<file path="src/rtl/bf_syndrome_sched_if.sv">
// ---------------------------------------------------------------------------
// bf_syndrome_sched_if
//
// Purpose: bundles every handshake and data signal of the bit-flipping LDPC
// iteration controller. The controller connects through the slave modport.
// The decoder core, the shared popcount adder and a testbench drive the
// master side.
//
// Signals (direction seen from the controller):
//   start       in   one-cycle pulse that begins a decode
//   syn_in      in   N_SYN-bit syndrome from the decoder core
//   syn_valid   in   syn_in valid
//   syn_ready   out  controller is waiting for a syndrome
//   add_data    out  CHUNK-bit slice fed to the shared popcount adder
//   add_sum     in   adder result, combinational in the same cycle
//   flip_req    out  request one flip iteration (held until flip_ack)
//   flip_ack    in   decoder core finished the flip iteration
//   done        out  one-cycle pulse at the end of a decode
//   success     out  final syndrome weight was zero
//   stall       out  decode was ended by stall detection
//   iter_cnt    out  flip iterations performed
//   syn_weight  out  weight from the most recent summation
// ---------------------------------------------------------------------------
interface bf_syndrome_sched_if #(
    parameter int N_SYN     = 1024,
    parameter int CHUNK     = 256,
    parameter int ADD_BITS  = 9,
    parameter int W_BITS    = 11,
    parameter int ITER_BITS = 5
);
    logic                 start;
    logic [N_SYN-1:0]     syn_in;
    logic                 syn_valid;
    logic                 syn_ready;
    logic [CHUNK-1:0]     add_data;
    logic [ADD_BITS-1:0]  add_sum;
    logic                 flip_req;
    logic                 flip_ack;
    logic                 done;
    logic                 success;
    logic                 stall;
    logic [ITER_BITS-1:0] iter_cnt;
    logic [W_BITS-1:0]    syn_weight;

    // Controller side
    modport slave (
        input  start, syn_in, syn_valid, add_sum, flip_ack,
        output syn_ready, add_data, flip_req, done, success, stall,
               iter_cnt, syn_weight
    );

    // Decoder core / adder / testbench side
    modport master (
        output start, syn_in, syn_valid, add_sum, flip_ack,
        input  syn_ready, add_data, flip_req, done, success, stall,
               iter_cnt, syn_weight
    );
endinterface

</file>
<file path="src/rtl/bf_syndrome_sched.sv">
// ---------------------------------------------------------------------------
// bf_syndrome_sched
//
// Purpose: iteration controller for the bit-flipping LDPC decoder. Each
// iteration it latches the syndrome and runs it through one shared
// CHUNK-bit popcount adder, one chunk per cycle, to get the syndrome weight.
// It then ends the decode (converged or out of iterations) or asks the
// decoder core for another flip iteration.
//
// Ports:
//   clk  system clock (single domain)
//   rst  synchronous, active-high reset; aborts a decode without done
//   bus  bf_syndrome_sched_if.slave (see the interface file for signals)
//
// Configuration macro:
//   BF_STALL_DETECT_EN  when defined, the decode also ends (success=0,
//                       stall=1) if the weight did not drop since the
//                       previous iteration. When undefined, stall is tied 0.
// ---------------------------------------------------------------------------
module bf_syndrome_sched #(
    parameter int N_SYN     = 1024,
    parameter int CHUNK     = 256,
    parameter int ADD_BITS  = 9,
    parameter int W_BITS    = 11,
    parameter int MAX_ITER  = 20,
    parameter int ITER_BITS = 5
) (
    input logic             clk,
    input logic             rst,
    bf_syndrome_sched_if.slave bus
);

    localparam int NUM_CHUNKS = N_SYN / CHUNK;
    localparam int K_BITS     = (NUM_CHUNKS > 1) ? $clog2(NUM_CHUNKS) : 1;

    typedef enum logic [2:0] {
        S_IDLE,
        S_WAIT_SYN,
        S_SUM,
        S_DECIDE,
        S_FLIP,
        S_DONE
    } state_t;

    state_t               state_q,    state_d;
    logic [N_SYN-1:0]     syn_q,      syn_d;
    logic [W_BITS-1:0]    acc_q,      acc_d;
    logic [K_BITS-1:0]    k_q,        k_d;
    logic [ITER_BITS-1:0] iter_q,     iter_d;
    logic [W_BITS-1:0]    weight_q,   weight_d;
    logic                 success_q,  success_d;
    logic                 done_q,     done_d;
    logic                 flip_req_q, flip_req_d;
`ifdef BF_STALL_DETECT_EN
    logic [W_BITS-1:0]    prev_q,     prev_d;
    logic                 stall_q,    stall_d;
`endif

    logic [ADD_BITS-1:0]  add_sum_w;
    logic [CHUNK-1:0]     add_data_w;

    assign add_sum_w = bus.add_sum;

    // The adder sees the chunk selected by k only while summing; all other
    // states present zero so the shared adder is left idle.
    always_comb begin
        add_data_w = '0;
        if (state_q == S_SUM) begin
            add_data_w = syn_q[k_q*CHUNK +: CHUNK];
        end
    end

    // Next-state and next-output computation for the whole controller.
    // done and flip_req are decided one cycle ahead so that they come
    // straight out of flops.
    always_comb begin
        state_d    = state_q;
        syn_d      = syn_q;
        acc_d      = acc_q;
        k_d        = k_q;
        iter_d     = iter_q;
        weight_d   = weight_q;
        success_d  = success_q;
        done_d     = 1'b0;
        flip_req_d = flip_req_q;
`ifdef BF_STALL_DETECT_EN
        prev_d     = prev_q;
        stall_d    = stall_q;
`endif

        case (state_q)
            S_IDLE: begin
                if (bus.start) begin
                    iter_d    = '0;
                    success_d = 1'b0;
                    weight_d  = '0;
`ifdef BF_STALL_DETECT_EN
                    stall_d   = 1'b0;
`endif
                    state_d   = S_WAIT_SYN;
                end
            end

            S_WAIT_SYN: begin
                if (bus.syn_valid) begin
                    syn_d   = bus.syn_in;
                    acc_d   = '0;
                    k_d     = '0;
                    state_d = S_SUM;
                end
            end

            S_SUM: begin
                acc_d = acc_q + W_BITS'(add_sum_w);
                if (k_q == K_BITS'(NUM_CHUNKS - 1)) begin
                    state_d = S_DECIDE;
                end else begin
                    k_d = k_q + K_BITS'(1);
                end
            end

            // Rule order matters: convergence first, then stall (when
            // enabled), then the iteration limit.
            S_DECIDE: begin
                weight_d = acc_q;
`ifdef BF_STALL_DETECT_EN
                prev_d   = acc_q;
`endif
                if (acc_q == '0) begin
                    success_d = 1'b1;
                    done_d    = 1'b1;
                    state_d   = S_DONE;
`ifdef BF_STALL_DETECT_EN
                end else if ((iter_q != '0) && (acc_q >= prev_q)) begin
                    stall_d   = 1'b1;
                    done_d    = 1'b1;
                    state_d   = S_DONE;
`endif
                end else if (iter_q == ITER_BITS'(MAX_ITER)) begin
                    done_d    = 1'b1;
                    state_d   = S_DONE;
                end else begin
                    flip_req_d = 1'b1;
                    state_d    = S_FLIP;
                end
            end

            S_FLIP: begin
                if (bus.flip_ack) begin
                    flip_req_d = 1'b0;
                    iter_d     = iter_q + ITER_BITS'(1);
                    state_d    = S_WAIT_SYN;
                end
            end

            S_DONE: begin
                state_d = S_IDLE;
            end

            default: begin
                state_d = S_IDLE;
            end
        endcase
    end

    // All controller state is registered here. Reset clears everything, so
    // an abort mid-decode never produces a done pulse.
    always_ff @(posedge clk) begin
        if (rst) begin
            state_q    <= S_IDLE;
            syn_q      <= '0;
            acc_q      <= '0;
            k_q        <= '0;
            iter_q     <= '0;
            weight_q   <= '0;
            success_q  <= 1'b0;
            done_q     <= 1'b0;
            flip_req_q <= 1'b0;
`ifdef BF_STALL_DETECT_EN
            prev_q     <= '0;
            stall_q    <= 1'b0;
`endif
        end else begin
            state_q    <= state_d;
            syn_q      <= syn_d;
            acc_q      <= acc_d;
            k_q        <= k_d;
            iter_q     <= iter_d;
            weight_q   <= weight_d;
            success_q  <= success_d;
            done_q     <= done_d;
            flip_req_q <= flip_req_d;
`ifdef BF_STALL_DETECT_EN
            prev_q     <= prev_d;
            stall_q    <= stall_d;
`endif
        end
    end

    assign bus.syn_ready  = (state_q == S_WAIT_SYN);
    assign bus.add_data   = add_data_w;
    assign bus.flip_req   = flip_req_q;
    assign bus.done       = done_q;
    assign bus.success    = success_q;
    assign bus.iter_cnt   = iter_q;
    assign bus.syn_weight = weight_q;
`ifdef BF_STALL_DETECT_EN
    assign bus.stall      = stall_q;
`else
    assign bus.stall      = 1'b0;
`endif

endmodule

</file>
<file path="src/flat_wrapper.sv">
// flat-port wrapper written by rule: the top's interface ports become plain ports
module bf_syndrome_sched_flat 
#(
    parameter int N_SYN     = 1024,
    parameter int CHUNK     = 256,
    parameter int ADD_BITS  = 9,
    parameter int W_BITS    = 11,
    parameter int MAX_ITER  = 20,
    parameter int ITER_BITS = 5
)
  (clk, rst, bus_start, bus_syn_in, bus_syn_valid, bus_add_sum, bus_flip_ack, bus_syn_ready, bus_add_data, bus_flip_req, bus_done, bus_success, bus_stall, bus_iter_cnt, bus_syn_weight);
  bf_syndrome_sched_if #(.N_SYN(N_SYN), .CHUNK(CHUNK), .ADD_BITS(ADD_BITS), .W_BITS(W_BITS), .ITER_BITS(ITER_BITS)) bus_i ();
  input logic clk;
  input logic rst;
  input wire logic [$bits(bus_i.start)-1:0] bus_start;
  input wire logic [$bits(bus_i.syn_in)-1:0] bus_syn_in;
  input wire logic [$bits(bus_i.syn_valid)-1:0] bus_syn_valid;
  input wire logic [$bits(bus_i.add_sum)-1:0] bus_add_sum;
  input wire logic [$bits(bus_i.flip_ack)-1:0] bus_flip_ack;
  output wire logic [$bits(bus_i.syn_ready)-1:0] bus_syn_ready;
  output wire logic [$bits(bus_i.add_data)-1:0] bus_add_data;
  output wire logic [$bits(bus_i.flip_req)-1:0] bus_flip_req;
  output wire logic [$bits(bus_i.done)-1:0] bus_done;
  output wire logic [$bits(bus_i.success)-1:0] bus_success;
  output wire logic [$bits(bus_i.stall)-1:0] bus_stall;
  output wire logic [$bits(bus_i.iter_cnt)-1:0] bus_iter_cnt;
  output wire logic [$bits(bus_i.syn_weight)-1:0] bus_syn_weight;
  assign bus_i.start = bus_start;
  assign bus_i.syn_in = bus_syn_in;
  assign bus_i.syn_valid = bus_syn_valid;
  assign bus_i.add_sum = bus_add_sum;
  assign bus_i.flip_ack = bus_flip_ack;
  assign bus_syn_ready = bus_i.syn_ready;
  assign bus_add_data = bus_i.add_data;
  assign bus_flip_req = bus_i.flip_req;
  assign bus_done = bus_i.done;
  assign bus_success = bus_i.success;
  assign bus_stall = bus_i.stall;
  assign bus_iter_cnt = bus_i.iter_cnt;
  assign bus_syn_weight = bus_i.syn_weight;
  bf_syndrome_sched #(.N_SYN(N_SYN), .CHUNK(CHUNK), .ADD_BITS(ADD_BITS), .W_BITS(W_BITS), .MAX_ITER(MAX_ITER), .ITER_BITS(ITER_BITS)) u_core (.clk(clk), .rst(rst), .bus(bus_i));
endmodule
</file>
<file path="config.mk">
export PLATFORM = sky130hd
export DESIGN_NAME = bf_syndrome_sched_flat
export DESIGN_NICKNAME = d
export VERILOG_FILES = /design/src/rtl/bf_syndrome_sched_if.sv /design/src/rtl/bf_syndrome_sched.sv /design/src/flat_wrapper.sv
export SDC_FILE = /design/constraint.sdc
export NUM_CORES = 2
export LEC_CHECK = 0
export CORE_AREA = 2 2 519 521
export CTS_BUF_LIST = sky130_fd_sc_hd__clkbuf_4 sky130_fd_sc_hd__clkbuf_8 sky130_fd_sc_hd__clkbuf_16
export DETAILED_ROUTE_END_ITERATION = 6
export DIE_AREA = 0 0 521 523
export PLACE_DENSITY = 0.48
export REMOVE_ABC_BUFFERS = 1
export SLEW_MARGIN = 10
export SYNTH_ARGS = -nofsm -noshare
export SYNTH_HDL_FRONTEND = slang
export SYNTH_SLANG_ARGS = --single-unit
</file>
<file path="constraint.sdc">
create_clock -name clk -period 2.23 [get_ports clk]
set_input_delay 0.446 -clock clk [delete_from_list [all_inputs] [get_ports clk]]
set_output_delay 0.446 -clock clk [all_outputs]
set_load 0.02 [all_outputs]
</file>
==> impl_metrics.csv <==
group,metric,value,unit
job,cap_violations,0,
synth,ys.flop_type,"dfxtp_1",
critical_path,r2r_end,"u_core.syn_q[373]$_SDFFE_PP0P_",
die,pin_count,1315,
die,core,0.2670,sq mm
global_route,antenna_found_initial,91,
finish,final_common_cell,"nand2_1",
critical_path,crit_required,1780,ps
synth,synth_seq_cells,1059,
die,rows,190,
place,port_buffers,1313,
synth,synth_top_cell_area_share,47.77,%
synth,netlist_area,0.04438,sq mm
place,dp.cells,9966,
synth,syn_inst,5248,
place,dpl.hpwl,179800,um
cts,worstSkewPairLatency,790,ps
critical_path,crit_fanout,8,
critical_path,reg2reg_slack,190,ps
cts,clk_path_buf_depth,3,
global_route,first_global_vias,43022,
sta,finalSetupViolCount,256,
critical_path,crit_path_end_kind,"output port",
min_path,hold-path-endpoint,"u_core.syn_q[102]$_SDFFE_PP0P_",
sta,slew_violations,0,
cts,cts_num_sinks,1059,
cts,cts_tree,"done",
cts,cts_max_level,4,
routing,wl,232900,um
sta,slew_headroom,45.59,%
power,p_clk_share,36.0,%
place,globalplace.congestion,0.9393,
synth,synth_cell_types,46,
die,start_util,16.62,%
power,p_per_area,909.4,mW/mm^2
global_route,globalRouteTotalUtil,16.27,%
routing,viasPerCell,4.209,
critical_path,rr_startpoint,"u_core.state_q[2]$_SDFFE_PP0P_",
critical_path,reg2reg_depth,8,
power,max-vdd-ir-drop,0.7169,mV
power,p_leak,0.02548,uW
die,die_area,0.2725,sq mm
sta,setup_ws,-922.2,ps
min_path,hold_start,"bus_syn_in[102]",
global_route,grt-ovfl-total,0,
finish,regArea,0.02121,sq mm
sta,finalWorstPathRequiredPeriod,3152,ps
finish,stdcell_count,10385,
finish,multi_input_area,0.02172,sq mm
min_path,min_path_cells,3,
finish,mostFrequentLayoutCells,"nand2_1 (2057), dfxtp_1 (1055), a21oi_1 (1042)",
sta,tightestPinTransition,816.1,ps
power,power.switching,20450,uW
global_route,grt_pass1_wl,319700,um
status,violations,"negative setup slack",
sta,clock.fmax,317.2,MHz
sta,rsz0062_at_grt,"true",
synth,yosysWarnings,0,
global_route,grt_max_degree,115,
cts,clkTransAtPathRegs,70,ps
routing,vias,43709,
synth,avgSynthCellArea,8.456,sq um
sta,hold_violations,0,
routing,first_pass_iters,5,
routing,ant_nets,0,
finish,num-nets-final,7741,
synth,synth_top_cell_by_area,"dfxtp_1",
routing,first_iter_violations,3315,
finish,fillers,28558,
power,p_int,43750,uW
min_path,hp-class,"input pin to flop",
status,status,"finished with violations",
die,fp.dieW,521,um
routing,drc,0,
critical_path,cp-start-kind,"flop",
finish,layout-drive-gt1-share,20.24,%
critical_path,crit_arrival,2710,ps
cts,root_buffer,"clkbuf_16",
sta,fin_skew,28.00,ps
power,sw_frac_of_total,31.86,%
critical_path,critPathKind,"flop to output port",
sta,final.period_utilization,141.4,%
synth,seq_area_frac_synth,47.77,%
die,die_h,523,um
synth,synthArstFlopShare,0,%
routing,wl_per_cell,22.43,um
synth,synth-edff-count,0,
power,seq_power_share,37.0,%
power,power,64200,uW
power,p_comb_share,27.0,%
cts,numCtsBuffers,133,
finish,syn_to_final_growth,59.08,%
synth,synthTopCellsByArea,"dfxtp_1 (48%), nand2_1 (17%), mux4_2 (13%)",
-- through the flow --
stage | TNS (ps) | util, % | worst slack [ps] | hold slack (ps) | cell area (sq um)
global route | -240880 | 26.43 | -1066 | 139.9 | 70550
floorplan | - | - | -16660 | 427.1 | 42440
finish | -203070 | 26.44 | -922.2 | 205.7 | 70590
CTS | -259800 | 25.78 | -1145 | 116.4 | 68830
global placement | -96500 | 23.70 | -482.1 | 439.0 | 63280
detailed placement | -102730 | 23.70 | -498.9 | 443.7 | 63280
-- worst max-delay path, cell delays in order, from the launching register on --
cell and delay, ps:
dfxtp_4 360, buf_4 180, buf_16 180, buf_4 170, mux4_2 500, and2_1 200
dlygate4sd2_1 330
-- repair_timing --
action / 4_1_cts / 5_1_grt
buffers inserted: 49 / 87
hold buffers: 0 / 0
resized for setup: 877 / 763
endpoints found under the setup margin: 273 / 275
pin swaps: 25 / 80
gates cloned: 14 / 2
-- power groups by stage --
| stage | clock network (uW) | registers [uW] | logic (uW) |
|---|---|---|---|
| after floorplan | 0 | 20700 | 3770 |
| after global placement | 0 | 24100 | 15600 |
| after detailed placement | 0 | 24100 | 15700 |
| after CTS | 23800 | 23700 | 16700 |
| after global routing | 24500 | 24000 | 18900 |
| final | 23100 | 23800 | 17300 |
-- synth_stat cells, drive strengths merged (4+ instances only) --
cell type	number
nand2	2058
mux4	256
and2	257
nand3	10
o21ai	4
xor2	5
o211ai	4
a21oi	1042
buf	160
nand4b	5
ha	12
a22oi	12
clkbuf	281
nor2	34
dfxtp	1059
-- final cells by class --
type                    count  share of cell area [%]
diodes                     39                  0.1382
inverters                   3                 0.01595
well taps                3552                   6.296
multi-input cells        3745                   30.76
flip-flops and latches   1059                   30.05
clock buffers             187                   5.636
clock inverters            52                   1.008
repair buffers           1748                   26.10
-- per-layer routing --
layer / vias up / GRT usage, % / part of all wire, %
met2: 1733 / 26.70 / 47
met3: 332 / 5.163 / 8.7
met1: 21138 / 20.10 / 42
met5: - / 0 / 0.16
li1: 20446 / - / -
met4: 60 / 5.342 / 2.9
-- kinds of logic after synthesis --
family          after synthesis  share of synthesized area [%]
xor+xnor                      5                        0.09868
buf+inv                     444                          4.398
fa+ha+maj                    13                         0.3834
flops                      1059                          47.77
compound gates             1079                          12.37
mux                         259                          13.06
other cells                   1                       0.008450
simple gates               2388                          21.90
-- registers in the layout (all words and copies together), names as in the netlist --
| register | cells |
|---|---|
| u_core.bus.flip_req | 1 |
| u_core.bus.iter_cnt | 5 |
| u_core.bus.done | 1 |
| u_core.syn_q | 1024 |
| u_core.acc_q | 11 |
| u_core.bus.success | 1 |
| u_core.bus.syn_weight | 11 |
| u_core.k_q | 2 |
| u_core.state_q | 3 |
-- worst max-delay path by stage --
| stage | depth (start not counted) | slack (ps) | to | startpoint |
|---|---|---|---|---|
| final | 6 | -920 | bus_add_data[24] | u_core.k_q[0]$_SDFFE_PP0P_ |
| after global routing | 8 | -1070 | bus_add_data[109] | u_core.k_q[0]$_SDFFE_PP0P_ |
| after CTS | 6 | -1140 | bus_add_data[27] | u_core.k_q[0]$_SDFFE_PP0P_ |
| after detailed placement | 5 | -500 | bus_add_data[49] | u_core.k_q[0]$_SDFFE_PP0P_ |
| after global placement | 5 | -480 | bus_add_data[188] | u_core.k_q[0]$_SDFFE_PP0P_ |
| after floorplan | 5 | -16660 | u_core.k_q[1]$_SDFFE_PP0P_ | u_core.state_q[0]$_SDFFE_PP0P_ |
Power figures use the tool's default switching activity.
